$ cat src/rtl/cache_arbiter_l2.sv
// cache_arbiter_l2: grants one of the L1 I/D line requests at a time and forwards it to the L2
module cache_arbiter_l2 #(
    parameter int ROUND_ROBIN = 1,
    parameter int ADDR_W      = 16,
    parameter int LINE_W      = 128
) (
    input  logic              clk,
    input  logic              reset,
    input  logic              i_read,
    input  logic [ADDR_W-1:0] i_address,
    output logic              i_resp,
    output logic [LINE_W-1:0] i_rdata,
    input  logic              d_read,
    input  logic              d_write,
    input  logic [ADDR_W-1:0] d_address,
    input  logic [LINE_W-1:0] d_wdata,
    output logic              d_resp,
    output logic [LINE_W-1:0] d_rdata,
    output logic              l2_read,
    output logic              l2_write,
    output logic [ADDR_W-1:0] l2_address,
    output logic [LINE_W-1:0] l2_wdata,
    input  logic              l2_resp,
    input  logic [LINE_W-1:0] l2_rdata
);
    typedef enum logic [1:0] {IDLE, SERVE_I, SERVE_D} state_t;
    state_t              r_state, w_next;
    logic                r_last_d, r_op_write;
    logic [ADDR_W-1:0]   r_addr;
    logic [LINE_W-1:0]   r_wdata;
    logic                w_grant_d, w_grant_i, w_serving, w_done;
    // arbitration, next state and output decode; responses are suppressed while reset is asserted
    always_comb begin
        w_grant_d  = (d_read | d_write) & (!i_read | (ROUND_ROBIN == 0) | !r_last_d);
        w_grant_i  = i_read & !w_grant_d;
        w_serving  = r_state != IDLE;
        w_done     = w_serving & l2_resp & !reset;
        w_next     = (r_state == IDLE) ? (w_grant_d ? SERVE_D : w_grant_i ? SERVE_I : IDLE)
                                       : (l2_resp ? IDLE : r_state);
        l2_read    = w_serving & !r_op_write;
        l2_write   = w_serving & r_op_write;
        l2_address = w_serving ? r_addr : '0;
        l2_wdata   = w_serving ? r_wdata : '0;
        i_resp     = w_done & (r_state == SERVE_I);
        d_resp     = w_done & (r_state == SERVE_D);
        i_rdata    = (w_done & (r_state == SERVE_I)) ? l2_rdata : '0;
        d_rdata    = (w_done & (r_state == SERVE_D)) ? l2_rdata : '0;
    end
    // state register, command latch on grant, and last-served tracking on completion
    always_ff @(posedge clk) begin
        if (reset) begin
            r_state    <= IDLE;
            r_last_d   <= 1'b0;
            r_op_write <= 1'b0;
            r_addr     <= '0;
            r_wdata    <= '0;
        end else begin
            r_state <= w_next;
            if (r_state == IDLE && (w_grant_d || w_grant_i)) begin
                r_op_write <= w_grant_d & d_write;
                r_addr     <= w_grant_d ? d_address : i_address;
                r_wdata    <= (w_grant_d & d_write) ? d_wdata : '0;
            end
            if (w_serving && l2_resp)
                r_last_d <= r_state == SERVE_D;
        end
    end
endmodule

$ cat config.mk
export PLATFORM = sky130hd
export DESIGN_NAME = cache_arbiter_l2
export DESIGN_NICKNAME = d
export VERILOG_FILES = /design/src/rtl/cache_arbiter_l2.sv
export SDC_FILE = /design/constraint.sdc
export NUM_CORES = 1
export LEC_CHECK = 0
export BUFFER_PORTS_ARGS = -buffer_cell sky130_fd_sc_hd__buf_2
export CORE_AREA = 2 2 272 274
export DETAILED_ROUTE_END_ITERATION = 10
export DIE_AREA = 0 0 274 276
export SLEW_MARGIN = 10
export SYNTH_ARGS = -nofsm -noshare
export SYNTH_HDL_FRONTEND = slang
export SYNTH_SLANG_ARGS = --single-unit
$ cat constraint.sdc
create_clock -name clk -period 4.8 [get_ports clk]
set_input_delay 0.96 -clock clk [delete_from_list [all_inputs] [get_ports clk]]
set_output_delay 0.96 -clock clk [all_outputs]
set_load 0.1 [all_outputs]
==> summary.md, run 1 <==
| Metric | Value |
|---|---|
| Status | complete, no violations |
| Row count | 99 |
| First-pass GRT wire length | 77900 um |
| Vias in the first global route | 10000 |
| Area growth from synthesis to layout | 64.9% |
| Gpl congestion | 0.838 |
| Ys async rst share | 0% |
| Post-synthesis instance total | 1143 |
| Count of final setup violators | 0 |
| Multiplexer share of the synthesized area | 0% |
| Synth Area in Compound Gates | 18.8% |
| Critical path cell sequence | or2_4 -> buf_4 -> and2_1 -> buf_2 |
| Max Buffers Root-to-Sink | 2 |
| Max Slew Vio Count | 0 |
| Share of the clock period used by the worst path | 80.7% |
| Combinational family with the most area after synthesis | simple AND/OR/NAND/NOR gates |
| Die Ht | 276 um |
| HPWL Detailed | 47400 um |
| Hold Buf Count CTS | 0 |
| Pin count of the biggest net entering global routing | 130 |
| DRC | 0 |
| Overall routing resource usage | 14.8% |
| Post-CTS Setup Inserts | 0 |
| Leakage | 6.82 nW |
| Clk sinks | 148 |
| Hold endpoint | r_wdata[98]$_SDFFE_PP0P_ |
| Worst R2R Setup Slack | 2.33 ns |
| Crit-path slowest cell | or2_4 |
| Top-area cell type share of the netlist area | 35.2% |
| Max stage delay on crit path | 0.76 ns |
| Post-synth EDFFs | 0 |
| Leading area contributor after synthesis | dfxtp_1 |
| Rel. slew slack | 31.0% |
| Hold Crit Depth | 2 |
| Area contributors post-synth | dfxtp_1, and2_1, a21oi_1 |
| Post-Layout Cell Count | 2729 |
| Final Hold Fails | 0 |
| Root buf cell | clkbuf_16 |
| RSZ-0062 raised after global routing | no |
| Top delay family on crit path | simple AND/OR/NAND/NOR gates |
| Max VDD drop | 0.000243 V |
| Mapped Nets | 1437 |
| I/O pin cnt | 698 |
| Hold Worst Slack | 0.470 ns |
| Fin crit period | 3.88 ns |
| Crit path max fanout | 92 |
| Post-place instance area | 0.0133 mm^2 |
| Max cap viols | 0 |
| Core area | 0.0726 mm^2 |
| Ys Warns | 0 |
| Clk Latency, worst-skew pair | 0.45 ns |
| Synth Area in Adders | 0% |
| Post-Route Skew | 0.0166 ns |
| Via Count | 10500 |
| Setup crit end kind | output port |
| DRT iter0 DRCs | 516 |
| Initial DRT Pass Iterations | 5 |
| Post_cts resized | 0 |
| I/O Buffers | 697 |
| Post-Route Setup TNS | 0 ns |
| Worst r2r dst | r_addr[6]$_SDFFE_PP0P_ |
| Initial antenna violation count | 56 |
| Finished Cell Area | 0.0139 mm^2 |
| H-Tree Depth | 4 |
| WP buf/inv | 2 |
| Syn Std Cell Area | 0.00841 mm^2 |
| HP Class | reg2reg |
| Worst hold start | r_wdata[98]$_SDFFE_PP0P_ |
| Dpl cells | 2689 |
| Yosys reg bits | 148 |
| WL/cell | 21.3 um |
| PD cells | 296 mW/mm^2 |
| Die footprint | 0.0756 mm^2 |
| Final #Nets | 2043 |
| Maximum clock rate | 0.258 GHz |
| Final wirelength | 58100 um |
| Crit Path Class | reg2out |
| Share of cells above drive strength 1 | 42.7% |
| Synth Area in XOR/XNOR | 0% |
| Total gr overflow | 0 |
| Die span in x | 274 um |
| Post-Synth Simple-Gate Area | 39.8% |
| Worst r2r src | r_state[1]$_SDFFE_PP0P_ |
| Slew @ Worst Pin | 1.03 ns |
| Fill count | 8388 |
| R2R cell count | 4 |
| DR vias/cell | 3.85 |
| CTS clk-pin slew, worst paths | 0.07 ns |
| Worst Path Required | 3.84 ns |
| DRT antenna net count | 0 |
| Post-synthesis cell type count | 23 |
| Total CTS buffers | 17 |
| Crit. Startpoint | r_state[0]$_SDFFE_PP0P_ |
| TritonCTS clock tree | built |
| Sequential fraction of the synthesis area | 35.2% |
| Initial core utilization | 11.6% |
| Synth Flop Type | dfxtp_1 |
| Startpoint Class | register |
| Syn Area/Cell | 7.36 um^2 |
| Arrival time worst endpoint | 2.92 ns |
-- power by group --
part,switching (mW),internal (mW)
Clock,0.624,0.781
Combinational,1.05,0.290
Sequential,0.0406,1.32
Total,1.72,2.39
-- per-stage QoR --
stage	power, mW	worst slack (ns)	utilization [%]
global route	4.31	0.695	19.1
global placement	2.74	1.21	18.3
detailed placement	2.74	1.20	18.3
finish	4.11	0.924	19.1
CTS	4.20	0.794	19.1
floorplan	2.35	0.557	-
-- synth_stat cells, types with 2 or more instances --
master      n
buf_6       2
o21ai_0   129
and2_1    401
dfxtp_1   148
a211oi_1    2
nor2_1      4
a21oi_1   146
a311oi_1   16
nor4b_2     2
clkbuf_1   93
nand3_1   128
nand2_1    33
buf_2      29
-- per-layer routing --
metal | global-route usage, % | up-vias | wire length [um]
met1 | 16.1 | 4796 | 22100
met5 | 0 | - | 179
li1 | - | 5037 | -
met3 | 4.80 | 128 | 4560
met2 | 26.7 | 527 | 29200
met4 | 4.79 | 28 | 2120
-- cell families (layout without fill, tap and decap cells) --
logic type / after synthesis / in the layout
other: 0 / 9
DFF: 148 / 148
AOI/OAI and AO/OA: 297 / 297
and+or+nand+nor: 572 / 572
buffers and inverters: 126 / 744
-- final cells by class --
type / instances / area, um^2 / area share [%]
diodes: 9 / 22.5 / 0.162
clock buffers: 17 / 425 / 3.07
clock inverters: 14 / 169 / 1.22
inverters: 1 / 3.75 / 0.0271
multi-input cells: 869 / 4970 / 35.8
flip-flops and latches: 148 / 2960 / 21.4
well taps: 959 / 1200 / 8.65
repair buffers: 712 / 4130 / 29.7
-- worst max path at each step --
stage | endpoint | slack (ns) | cells past startpoint
2_1_floorplan | i_rdata[118] | 0.56 | 4
3_3_place_gp | d_rdata[96] | 1.21 | 6
3_5_place_dp | d_rdata[96] | 1.20 | 6
4_1_cts | l2_wdata[57] | 0.79 | 4
5_1_grt | l2_wdata[57] | 0.69 | 4
6_report | l2_wdata[57] | 0.92 | 4
-- flip-flops by register name (all words and copies together), names as in the netlist --
register	flops
r_state	2
r_wdata	128
r_last_d	1
r_addr	16
r_op_write	1
-- cells in the final DEF, fill, tap and decap left out --
master / instances
inv_6: 5
or3_1: 1
bufinv_16: 2
clkinv_4: 4
nor2_2: 2
or2_4: 1
a21oi_1: 146
nand3_1: 128
clkbuf_16: 17
nor2_1: 3
diode_2: 9
a32oi_1: 1
buf_2: 664
a311oi_1: 16
o21ai_0: 129
buf_4: 12
a211oi_1: 1
inv_1: 1
nor3_4: 1
clkinvlp_4: 1
buf_12: 35
nand2_1: 33
a22oi_1: 1
and2_1: 401
a211oi_4: 1
buf_6: 1
dfxtp_1: 148
o2bb2ai_2: 1
inv_8: 2
a2bb2oi_2: 1
nor4b_4: 2
-- tightest hold or removal path, stage by stage (launching register included) --
cell     delay, ns
dfxtp_1       0.30
o21ai_0       0.06
a21oi_1       0.06
No activity file was read; power rests on OpenSTA's default activity.
==> run 2: changes to the inputs <==
Clock period 4.8 ns to 3.4 ns, I/O delays scaled along.
==> summary.md, run 2 (same netlist as run 1, synthesis figures left out) <==
| Metric | Value |
|---|---|
| I/O Buffers | 697 (unchanged) |
| Status | complete, no violations |
| Largest registers | r_wdata (128), r_addr (16), r_state (2) |
| Max VDD drop | 0.000324 V (+33%) |
| Post-Route Skew | 0.0178 ns (+0.00121 ns) |
| Overall routing resource usage | 14.9% (+0.14 points) |
| Post-Route Setup TNS | 0 ns (unchanged) |
| Count of final setup violators | 0 (unchanged) |
| DRC | 0 (unchanged) |
| H-Tree Depth | 4 (unchanged) |
| Slew @ Worst Pin | 0.897 ns (-0.133 ns) |
| HPWL Detailed | 48000 um (+1.2%) |
| DR vias/cell | 3.84 (-0.32%) |
| DRT iter0 DRCs | 639 (+24%) |
| Final #Nets | 2054 (+0.54%) |
| Final Hold Fails | 0 (unchanged) |
| Leakage | 7.41 nW (+8.7%) |
| Share of the clock period used by the worst path | 94.2% |
| RSZ-0062 raised after global routing | no |
| Crit Path Class | reg2out |
| Pre-CTS setup slack | 0.483 ns (-0.713 ns) |
| Worst Path Required | 2.72 ns (-1.12 ns) |
| Core area | 0.0726 mm^2 (unchanged) |
| First-pass GRT wire length | 78300 um (+0.51%) |
| Biggest register | r_wdata |
| HP Class | in2reg |
| Arrival time worst endpoint | 2.52 ns (-0.40 ns) |
| I/O pin cnt | 698 (unchanged) |
| Startpoint Class | register |
| Most frequent cells in the layout | buf_2, and2_1, buf_12 |
| Max Buffers Root-to-Sink | 2 (unchanged) |
| Hold Buf Count CTS | 0 (unchanged) |
| Fin worst setup slack | 0.198 ns (-0.726 ns) |
| Row count | 99 (unchanged) |
| Vias in the first global route | 10300 (+2.7%) |
| Final wirelength | 58600 um (+0.90%) |
| Rel. slew slack | 40.2% (+9.3 points) |
| Post-place instance area | 0.0163 mm^2 (+23%) |
| Finished Cell Area | 0.0170 mm^2 (+22%) |
| Area growth from synthesis to layout | 102% |
| Gpl congestion | 0.880 (+5.0%) |
| Setup crit end kind | output port |
| Die span in x | 274 um (unchanged) |
| Share of cells above drive strength 1 | 43.1% (+0.39 points) |
| Die footprint | 0.0756 mm^2 (unchanged) |
| Number of flip-flops in the largest register | 128 (unchanged) |
| Pin count of the biggest net entering global routing | 130 (unchanged) |
| Crit path max fanout | 37 (-60%) |
| Worst R2R Setup Slack | 1.21 ns (-1.12 ns) |
| Multi-input logic area | 0.00497 mm^2 (+0.13%) |
| TritonCTS clock tree | built |
| Clk sinks | 148 (unchanged) |
| CTS clk-pin slew, worst paths | 0.08 ns (about the same) |
| Maximum clock rate | 0.312 GHz |
| Initial antenna violation count | 47 (-16%) |
| Die Ht | 276 um (unchanged) |
| Root buf cell | clkbuf_16 |
| PD cells | 357 mW/mm^2 (+21%) |
| Clk Latency, worst-skew pair | 0.49 ns (+0.04 ns) |
| Register area | 0.00296 mm^2 (unchanged) |
| Initial core utilization | 11.6% (unchanged) |
| Max Slew Vio Count | 0 (unchanged) |
| Total gr overflow | 0 (unchanged) |
| Via Count | 10600 (+0.48%) |
| WL/cell | 21.3 um (about the same) |
| DRT antenna net count | 0 (unchanged) |
| Max cap viols | 0 (unchanged) |
| Fin crit period | 3.20 ns |
| Initial DRT Pass Iterations | 5 (unchanged) |
| Total CTS buffers | 17 (unchanged) |
| Commonest non-fill, non-tap cell in the layout | buf_2 |
| Fill count | 8010 (-4.5%) |
-- run 2: final timing paths --
| check | from | endpoint | cells past startpoint |
|---|---|---|---|
| max reg2reg | r_state[0]$_SDFFE_PP0P_ | r_addr[13]$_SDFFE_PP0P_ | 6 |
| max | r_state[1]$_SDFFE_PP0P_ | l2_wdata[33] | 5 |
| min reg2reg | r_wdata[46]$_SDFFE_PP0P_ | r_wdata[46]$_SDFFE_PP0P_ | 2 |
| min | l2_resp | r_last_d$_SDFFE_PP0P_ | 2 |
-- run 2: cell type report --
class / instances / area share, %
inverter: 1 / 0.0221
sequential: 148 / 17.5
multi-input combinational: 870 / 29.3
tap: 959 / 7.07
clock inverter: 15 / 1.10
antenna: 19 / 0.280
timing repair buffer: 722 / 42.3
clock buffer: 17 / 2.51
-- run 2: power breakdown --
group	total, mW	switching, mW	internal [mW]	leakage, nW
Sequential	1.92	0.0648	1.86	1.21
Combinational	2.11	1.54	0.570	5.90
Clock	2.03	0.913	1.11	0.295
Total	6.06	2.52	3.54	7.41
-- run 2: worst max-delay path, stage by stage (launching register included) --
cell and delay (ns):
dfxtp_1 0.63, or2_4 0.39, buf_12 0.20, buf_12 0.18
and2_1 0.18, buf_2 0.44
-- run 2: repair_timing --
action,4_1_cts,5_1_grt
resized for setup,0,0
setup buffers,0,0
endpoints found under the setup margin,0,1
-- run 2: per-layer routing --
| layer | global-route usage, % | vias up | part of all wire, % |
|---|---|---|---|
| met5 | 0.642 | - | 0.35 |
| met4 | 10.1 | 26 | 5.4 |
| met3 | 6.81 | 125 | 9.9 |
| met2 | 24.5 | 500 | 49 |
| met1 | 15.0 | 4841 | 35 |
| li1 | - | 5075 | - |
-- run 2: per-stage QoR --
step                      power, mW  instances  hold WS (ns)  utilization, %
after floorplan                3.31       1143         0.449               -
after global placement         4.08       2699         0.456            22.5
after detailed placement       4.09       2699         0.462            22.5
after CTS                      6.17       2731         0.381            23.3
after global routing           6.32       2749         0.411            23.4
final                          6.06       2751         0.438            23.4
==> run 3: changes to the inputs <==
Settings changed: ABC_AREA set to 1, CORE_AREA 2 2 272 274 to 2 2 268 270, DIE_AREA 0 0 274 276 to 0 0 270 272, RECOVER_POWER set to 50.
==> summary.md, run 3 <==
| Metric | Value |
|---|---|
| Top-count cell post-synth | nor2_1 |
| Count of final setup violators | 0 (unchanged) |
| Pint | 3.40 mW (-4.2%) |
| Mapped Nets | 2026 (+41%) |
| Post-synthesis instance total | 1732 (+52%) |
| WP buf/inv | 2 (-1) |
| Top-area cell type share of the netlist area | 31.3% (-3.9 points) |
| Pin count of the biggest net entering global routing | 146 (+12%) |
| Arrival time worst endpoint | 2.42 ns (-0.10 ns) |
| Overall routing resource usage | 14.7% (-0.22 points) |
| Maximum clock rate | 0.323 GHz (+3.4%) |
| Finished Core Util | 25.8% (+2.5 points) |
| Die span in x | 270 um (-1.5%) |
| Most frequent cells in the layout | nor2_1, inv_1, buf_2 |
| Fin crit period | 3.10 ns (-0.105 ns) |
| Share of the clock period used by the worst path | 91.1% (-3.1 points) |
| I/O Buffers | 697 (unchanged) |
| RSZ-0062 raised after global routing | no |
| Yosys reg bits | 148 (unchanged) |
| Slew @ Worst Pin | 1.30 ns (+0.401 ns) |
| Worst hold start | r_wdata[46]$_SDFFE_PP0P_ |
| Dpl cells | 3298 (+22%) |
| Clk Latency, worst-skew pair | 0.45 ns (-0.04 ns) |
| DRT iter0 DRCs | 941 (+47%) |
| Initial DRT Pass Iterations | 5 (unchanged) |
| Post-synthesis cell type count | 16 (-30%) |
| Max VDD drop | 0.000265 V (-18%) |
| Gpl congestion | 0.885 (+0.58%) |
| Post-synth EDFFs | 0 (unchanged) |
| Largest registers | r_wdata (128), r_addr (16), r_state (2) |
| DRC | 0 (unchanged) |
| Synth Flop Type | dfxtp_1 |
| Row count | 98 (-1.0%) |
| CTS clk-pin slew, worst paths | 0.07 ns (about the same) |
| Hold Buf Count CTS | 0 (unchanged) |
| HP Class | reg2reg |
| Leading area contributor after synthesis | dfxtp_1 |
| Crit path max fanout | 51 (+38%) |
| Sequential fraction of the synthesis area | 31.3% (-3.9 points) |
| Post-Route Skew | 0.0171 ns (-0.000651 ns) |
| Syn Area/Cell | 5.46 um^2 (-26%) |
| Hold Worst Slack | 0.485 ns (+0.0472 ns) |
| Ys Warns | 0 (unchanged) |
| Post-Layout Cell Count | 3335 (+21%) |
| Biggest register | r_wdata |
| Critical path cell sequence | nor2_4 -> buf_2 -> nor2_1 -> clkbuf_2 |
| Number of flip-flops in the largest register | 128 (unchanged) |
| Setup crit end kind | output port |
| Clk sinks | 148 (unchanged) |
| Post-place instance area | 0.0179 mm^2 (+9.6%) |
| Total CTS buffers | 17 (unchanged) |
| I/O pin cnt | 698 (unchanged) |
| Area contributors post-synth | dfxtp_1, nor2_1, inv_1 |
| Area growth from synthesis to layout | 93.3% |
| Post_cts resized | 0 (unchanged) |
| DR vias/cell | 3.77 (-1.9%) |
| Fill count | 7879 (-1.6%) |
| Final wirelength | 56900 um (-3.0%) |
| Post-Route Setup TNS | 0 ns (unchanged) |
| Pre-CTS setup slack | 0.487 ns (+0.00376 ns) |
| Clk pwr share | 29.7% (-3.7 points) |
| Ys async rst share | 0% (unchanged) |
| Initial core utilization | 13.4% (+1.8 points) |
| H-Tree Depth | 4 (unchanged) |
| First-pass GRT wire length | 79600 um (+1.7%) |
| WL/cell | 17.1 um (-20%) |
| Total gr overflow | 0 (unchanged) |
| Most frequent cells after synthesis | nor2_1, inv_1, nand2_1 |
| Startpoint Class | register |
| Crit Path Class | reg2out |
| Max stage delay on crit path | 0.82 ns (+0.19 ns) |
| Finished Cell Area | 0.0183 mm^2 (+7.7%) |
| Sequential fraction of design power | 31.4% (-0.3 points) |
| TritonCTS clock tree | built |
| Crit. Startpoint | r_state[1]$_SDFFE_PP0P_ |
| Rel. slew slack | 13.8% (-26 points) |
| DRT antenna net count | 0 (unchanged) |
| Vias in the first global route | 11500 (+12%) |
| Syn Std Cell Area | 0.00946 mm^2 (+12%) |
| Top delay family on crit path | buffers and inverters |
| Crit-path slowest cell | buf_2 |
| Die Ht | 272 um (-1.4%) |
| PD cells | 333 mW/mm^2 (-6.8%) |
| Max Slew Vio Count | 0 (unchanged) |
| Leakage | 8.89 nW (+20%) |
| Initial antenna violation count | 13 (-72%) |
| Via Count | 12600 (+19%) |
| Post-CTS Setup Inserts | 0 (unchanged) |
| Root buf cell | clkbuf_16 |
| Pwr Total | 6.08 mW (+0.39%) |
| Die footprint | 0.0734 mm^2 (-2.9%) |
| Logic gate share of total power | 38.9% (+4.1 points) |
| Share of cells above drive strength 1 | 30.9% (-12 points) |
| Sw frac | 44.2% (+2.6 points) |
| Commonest non-fill, non-tap cell in the layout | nor2_1 |
| Status | complete, no violations |
| HPWL Detailed | 46000 um (-4.1%) |
| Final #Nets | 2661 (+30%) |
| Net Sw Power | 2.69 mW (+6.8%) |
| Max Buffers Root-to-Sink | 2 (unchanged) |
| Fin worst setup slack | 0.303 ns (+0.105 ns) |
| Max cap viols | 0 (unchanged) |
| Final Hold Fails | 0 (unchanged) |
| Worst r2r src | r_state[1]$_SDFFE_PP0P_ |
| Core area | 0.0708 mm^2 (-2.5%) |
| Worst Path Required | 2.72 ns (about the same) |
==> run 3: changes by cell type after synthesis, sizes merged, moves of 2 or more <==
cell | previous run | this run
nor2 | 5 | 564
inv | 1 | 411
and2 | 401 | 0
nand2 | 33 | 187
o21ai | 129 | 1
clkbuf | 94 | 32
buf | 31 | 92
nand3 | 128 | 166
a311oi | 16 | 0
a21oi | 146 | 131
a211oi | 2 | 0
nor4b | 2 | 0
==> run 3: cell families after synthesis <==
| kind of cell | synth area share (%) |
|---|---|
| and+or+nand+nor | 38.8 |
| buffers and inverters | 22.9 |
| DFF | 31.3 |
| AOI/OAI and AO/OA | 7.02 |
==> run 3: final timing paths <==
check / endpoint / slack [ns] / cells after the start
worst max-delay path: l2_wdata[20] / 0.30 / 4
worst min-delay path: r_wdata[46]$_SDFFE_PP0P_ / 0.48 / 2
worst max register to register: r_wdata[51]$_SDFFE_PP0P_ / 0.48 / 7
worst min register to register: r_wdata[46]$_SDFFE_PP0P_ / 0.48 / 2
==> run 3: cell type report <==
| type | count | area [um^2] | share of cell area [%] |
|---|---|---|---|
| clock buffer | 17 | 425 | 2.33 |
| multi-input combinational | 1049 | 4390 | 24.0 |
| clock inverter | 14 | 120 | 0.657 |
| inverter | 411 | 1540 | 8.44 |
| antenna | 6 | 15.0 | 0.0821 |
| timing repair buffer | 740 | 7640 | 41.8 |
| sequential | 148 | 2960 | 16.2 |
| tap | 950 | 1190 | 6.50 |
==> run 3: routing by layer <==
metal | vias up | GRT usage (%) | wire length [um]
li1 | 6268 | - | -
met1 | 5690 | 19.1 | 24800
met2 | 542 | 22.6 | 25500
met3 | 57 | 5.19 | 5120
met4 | 12 | 4.59 | 1440
met5 | - | 0 | 80
==> run 3: worst min-delay path, stage by stage, from the launching register on <==
cell	delay, ns
dfxtp_1	0.31
nand3_1	0.07
a21oi_1	0.06
==> run 3: power groups by stage <==
stage	clock network, mW	registers, mW	logic, mW
global route	1.93	1.92	2.52
finish	1.81	1.91	2.36
global placement	0	1.94	2.42
floorplan	0	1.94	1.59
CTS	1.88	1.91	2.42
detailed placement	0	1.95	2.42
